===== src/rtl/tkmdemo_pkg.sv =====
// Shared definitions for the tkmdemo TinyTapeout tiles.
// - state_e: control FSM states of the serial arithmetic tiles.
// - Bit positions of the fields packed onto ui_in and uo_out.
package tkmdemo_pkg;

    typedef enum logic [1:0] {
        IDLE = 2'd0,
        RUN  = 2'd1,
        DONE = 2'd2
    } state_e;

    // ui_in field positions
    localparam int A_BIT     = 0;
    localparam int B_BIT     = 1;
    localparam int VALID_BIT = 2;
    localparam int START_BIT = 3;

    // uo_out field positions (bit count occupies [7:4])
    localparam int DIFF_BIT   = 0;
    localparam int BORROW_BIT = 1;
    localparam int DONE_BIT   = 2;
    localparam int BUSY_BIT   = 3;
    localparam int CNT_LSB    = 4;

endpackage


===== src/rtl/serial_sub_cell.sv =====
// One-bit full-subtractor slice: d = a - b - bin, with borrow out.
// Ports:
//   a_i, b_i   operand bits
//   bin_i      borrow in
//   d_o        difference bit
//   bout_o     borrow out
module serial_sub_cell (
    input  logic a_i,
    input  logic b_i,
    input  logic bin_i,
    output logic d_o,
    output logic bout_o
);

    assign d_o    = a_i ^ b_i ^ bin_i;
    // Borrow when b exceeds a, or when they are equal and a borrow is pending.
    assign bout_o = (~a_i & b_i) | (~(a_i ^ b_i) & bin_i);

endmodule


===== src/rtl/tt_um_tkmdemo_serial_sub.sv =====
// Bit-serial WIDTH-bit subtractor (A - B), operands LSB-first, in the
// TinyTapeout tile wrapper.
// Ports:
//   clk, rst_n  tile clock, asynchronous active-low reset
//   ena         tile enable; when low every register holds
//   ui_in       [0]=a_bit [1]=b_bit [2]=bit_valid [3]=start, [7:4] unused
//   uo_out      [0]=diff_bit [1]=borrow [2]=done [3]=busy [7:4]=bit_count
//   uio_in      unused
//   uio_out     completed difference word, zero-extended
//   uio_oe      constant all-outputs
module tt_um_tkmdemo_serial_sub
    import tkmdemo_pkg::*;
#(
    parameter int WIDTH = 8
) (
    input  logic       clk,
    input  logic       rst_n,
    input  logic       ena,
    input  logic [7:0] ui_in,
    output logic [7:0] uo_out,
    input  logic [7:0] uio_in,
    output logic [7:0] uio_out,
    output logic [7:0] uio_oe
);

    localparam logic [3:0] LAST_CNT = 4'(WIDTH - 1);

    state_e           state_q;
    logic             borrow_q;
    logic             diff_q;
    logic             done_q;
    logic             busy_q;
    logic [3:0]       cnt_q;
    logic [WIDTH-1:0] sh_q;
    logic [WIDTH-1:0] sh_d;
    logic [WIDTH-1:0] res_q;
    logic [7:0]       res_ext;

    logic a_bit, b_bit, bit_valid, start;
    logic d, bout;

    assign a_bit     = ui_in[A_BIT];
    assign b_bit     = ui_in[B_BIT];
    assign bit_valid = ui_in[VALID_BIT];
    assign start     = ui_in[START_BIT];

    serial_sub_cell u_cell (
        .a_i    (a_bit),
        .b_i    (b_bit),
        .bin_i  (borrow_q),
        .d_o    (d),
        .bout_o (bout)
    );

    // Right shift with the new difference bit entering at the MSB, so the
    // word is LSB-aligned once WIDTH bits have been accepted. Written as a
    // shift plus bit-set so WIDTH=1 needs no special slice.
    always_comb begin
        sh_d            = sh_q >> 1;
        sh_d[WIDTH-1]   = d;
    end

    always_ff @(posedge clk or negedge rst_n) begin
        if (!rst_n) begin
            state_q  <= IDLE;
            borrow_q <= 1'b0;
            diff_q   <= 1'b0;
            done_q   <= 1'b0;
            busy_q   <= 1'b0;
            cnt_q    <= '0;
            sh_q     <= '0;
            res_q    <= '0;
        end else if (ena) begin
            if (start) begin
                // Start wins over a coincident bit; result keeps the last word.
                state_q  <= RUN;
                borrow_q <= 1'b0;
                diff_q   <= 1'b0;
                done_q   <= 1'b0;
                busy_q   <= 1'b1;
                cnt_q    <= '0;
                sh_q     <= '0;
            end else if (state_q == RUN && bit_valid) begin
                diff_q   <= d;
                borrow_q <= bout;
                sh_q     <= sh_d;
                if (cnt_q == LAST_CNT) begin
                    res_q   <= sh_d;
                    done_q  <= 1'b1;
                    busy_q  <= 1'b0;
                    cnt_q   <= '0;
                    state_q <= DONE;
                end else begin
                    cnt_q <= cnt_q + 4'd1;
                end
            end
        end
    end

    always_comb begin
        res_ext             = '0;
        res_ext[WIDTH-1:0]  = res_q;
    end

    assign uo_out  = {cnt_q, busy_q, done_q, borrow_q, diff_q};
    assign uio_out = res_ext;
    assign uio_oe  = 8'hFF;

    logic unused_inputs;
    assign unused_inputs = ^{uio_in, ui_in[7:4]};

endmodule

===== config.mk =====
export PLATFORM = sky130hd
export DESIGN_NAME = tt_um_tkmdemo_serial_sub
export DESIGN_NICKNAME = d
export VERILOG_FILES = /design/src/rtl/tkmdemo_pkg.sv /design/src/rtl/serial_sub_cell.sv /design/src/rtl/tt_um_tkmdemo_serial_sub.sv
export SDC_FILE = /design/constraint.sdc
export NUM_CORES = 1
export LEC_CHECK = 0
export CAP_MARGIN = 20
export CORE_ASPECT_RATIO = 0.7
export CORE_UTILIZATION = 38
export DETAILED_ROUTE_END_ITERATION = 16
export PLACE_DENSITY = 0.75
export SLEW_MARGIN = 20
export SYNTH_ARGS = -nofsm -noshare
export SYNTH_HDL_FRONTEND = slang
export SYNTH_HIERARCHICAL = 1
export SYNTH_SLANG_ARGS = --single-unit

===== constraint.sdc =====
create_clock -name clk -period 1.55 [get_ports clk]
set_clock_uncertainty 0.15 [all_clocks]
set_input_delay 0.2325 -clock clk [delete_from_list [all_inputs] [get_ports clk]]
set_output_delay 0.2325 -clock clk [all_outputs]
set_load 0.01 [all_outputs]

==> results.yml, run 1 <==
synthesis:
  yosys.area_share.simple: 0.102
  synth.area.top_cells: "dfrtp_1 51%, mux2_4 11%, buf_4 8.4%, a22o_1 8.1%, fa_1 1.9%"
  ys.flop_type: "dfrtp_1"
  synth_top_family_by_area: "compound AO/OA/AOI/OAI gates"
  synth.mux.area_fraction: 0.112
  synth_edf_count: 0
  synth_top_area_cell: "dfrtp_1"
  synth_area_sq_mm: 0.00108
  syn_inst: 83
  synthAdderAreaFrac: 0.0302
  synth-xor-area-share: 0
  synth_most_common_cell: "dfrtp_1"
  yosys_warnings: 6
  async_reset_ff_frac: 1.00
  synth_top_area_share: 0.512
  ys_types: 30
  synth_compound_area_frac: 0.128
  yosysSeqAreaShare: 0.512
  syn_area_per_cell_sq_um: 13.0
  synth_seq_cells: 22
  synth_common_cells: "22 x dfrtp_1, 12 x buf_4, 10 x a22o_1"
power_and_ir_drop:
  p_sw_mw: 0.305
  pwr-share-comb: 0.157
  p_int_mw: 1.05
  power_density_mw_per_mm2: 909
  switching_share: 0.226
  clkPwrFrac: 0.392
  peakVddDrop_uv: 573
  power_mw: 1.35
  seq_power_share: 0.451
  p_leak_nw: 0.819
grt:
  grt_usage: 0.170
  antenna_found_initial: 0
  grt_max_degree: 23
  overflow: 0
  grt_pass1_vias: 757
  grt_pass1_wl_mm: 3.63
detailed_routing:
  post_drt_wl_per_cell_um: 14.4
  finalWirelength_mm: 2.23
  drt_first_pass_iters: 4
  vias_per_cell: 4.90
  vias: 759
  drt_iter0_drc: 17
  postRouteAntennaNets: 0
  route.detailed.drc: 0
clocking:
  cts.clk_slew.worst_paths_ps: 80
  ctsHtreeMaxLevel: 1
  cts_buffers: 3
  cts_root_buf: "clkbuf_8"
  clock_path_buffers: 2
  hold_buffers: 0
  cts_tree: "built"
  cts_sinks: 22
  clock_latency_ps: 260
worst_setup_path:
  reg2regPathDepth: 4
  crit_arrival_ps: 1690
  crit_type: "flop to flop"
  worstPathRequired_ps: 1550
  reg2reg_to: "uio_out[7]"
  critical_path.endpoint: "uio_out[7]"
  r2r_slack_ps: -140
  startpoint_type: "flop"
  crit_fanout: 8
  end_kind: "flop"
  startpoint: "cnt_q[1]"
  regToRegStartpoint: "cnt_q[1]"
floorplanning:
  die_h_um: 46.5
  die_w_um: 65.6
  die_area_sq_mm: 0.00305
  ios: 43
  core_sq_mm: 0.00257
  std_cell_rows: 15
  start_util: 0.418
cells_and_area:
  seqCellArea_sq_um: 551
  drive_gt1_frac: 0.306
  nNetsFinal: 143
  syn_to_final_growth_pct: 38.4
  n_antenna_cell: 0
  n_fill_cell: 221
  multi_input_area_sq_um: 449
  stdcell_count: 155
timing:
  setup_viol: 14
  fmax_mhz: 593
  finalHoldViolCount: 0
  min_period_over_period: 1.09
  final_max_slew_viol_count: 0
  fin_setup_tns_ps: -1340
  layout_setup_ws_ps: -135
  grt_setup_unrepaired: "yes"
  holdWs_ps: 161
  period_minus_slack_ps: 1690
run_status:
  failed_checks: "setup timing"
  status: "finished with violations"
placement:
  dp_hpwl_mm: 1.59
  port_buffers: 22
  dp.cells: 146
  pre_cts_ws_ps: -422
  gp_congestion: 0.756
job:
  cap_violations: 0
worst_hold_path:
  min_path_type: "input port to async pin"
-- registers in the layout, indices dropped and copies added (netlist names) --
register	count
cnt_q	4
state_q	2
borrow_q	1
diff_q	1
sh_q	6
uio_out	8
-- cell type report --
| cell class | count | area share |
|---|---|---|
| inverter | 3 | 0.00756 |
| timing repair buffer | 42 | 0.245 |
| sequential | 22 | 0.370 |
| clock inverter | 1 | 0.0202 |
| multi-input combinational | 50 | 0.302 |
| tap | 34 | 0.0286 |
| clock buffer | 3 | 0.0277 |
-- layer usage --
layer,global-route usage,up-vias,share of wire,wire [um]
met5,0,-,0,0
met4,0.0609,0,0.016,36
met3,0.0619,6,0.043,95
met2,0.241,22,0.45,1000
met1,0.236,373,0.49,1090
li1,-,358,-,-
-- per-stage QoR --
stage | util | cell area (sq um)
after CTS | 0.571 | 1470
final | 0.579 | 1490
after global routing | 0.579 | 1490
after detailed placement | 0.538 | 1380
after global placement | 0.538 | 1380
after floorplan | - | 1100
-- cell usage in the layout, fill, tap and decap left out, types with 2 or more instances in the layout --
cell type        count
conb_1               8
clkbuf_8             3
dlymetal6s2s_1       3
buf_4               19
clkdlybuf4s50_1      5
dfrtp_1             22
mux2_4               8
a22o_1              10
inv_1                3
a21oi_1              2
nand2b_1             3
dlygate4sd2_1       14
-- timing repair --
item                       4_1_cts  5_1_grt
pin swaps                        1        3
setup endpoints to repair       32       22
cloned                           1        0
buffers inserted                 4        1
gates resized for setup         18        5
-- logic make-up after synthesis --
kind of cell | count (synthesis)
AO/OA/AOI/OAI | 17
adder cells (fa/ha/maj) | 2
buffers and inverters | 18
flip-flops | 22
multiplexers | 8
other | 1
AND/OR/NAND/NOR | 15
-- critical path: stages (launching register included) --
cell	delay, ps
dfrtp_1	370
ha_2	190
and3b_1	170
and4b_4	360
mux2_4	320
-- worst min-delay path by stage --
stage	startpoint	endpoint	slack (ps)	cells past startpoint
after CTS	rst_n	state_q[0]	170	2
after floorplan	rst_n	borrow_q	-210	0
after global routing	rst_n	uio_out[0]	190	2
after detailed placement	uio_out[0]	uio_out[0]	340	1
final	rst_n	uio_out[1]	160	2
after global placement	sh_q[1]	sh_q[1]	340	1
-- power by group through the flow --
stage	sequential (mW)	clock (mW)	combinational, mW
after floorplan	0.631	0	0.0953
after global placement	0.622	0	0.196
after detailed placement	0.622	0	0.204
after CTS	0.610	0.542	0.209
after global routing	0.612	0.569	0.232
final	0.610	0.531	0.212
Note: power is estimated with default switching activity, not from simulation.
==> run 2, diff against run 1 <==
- GPL_ROUTABILITY_DRIVEN: default -> 0
==> results of run 2 <==
Same layout as run 1: the final DEF is identical, and so are final timing and power.
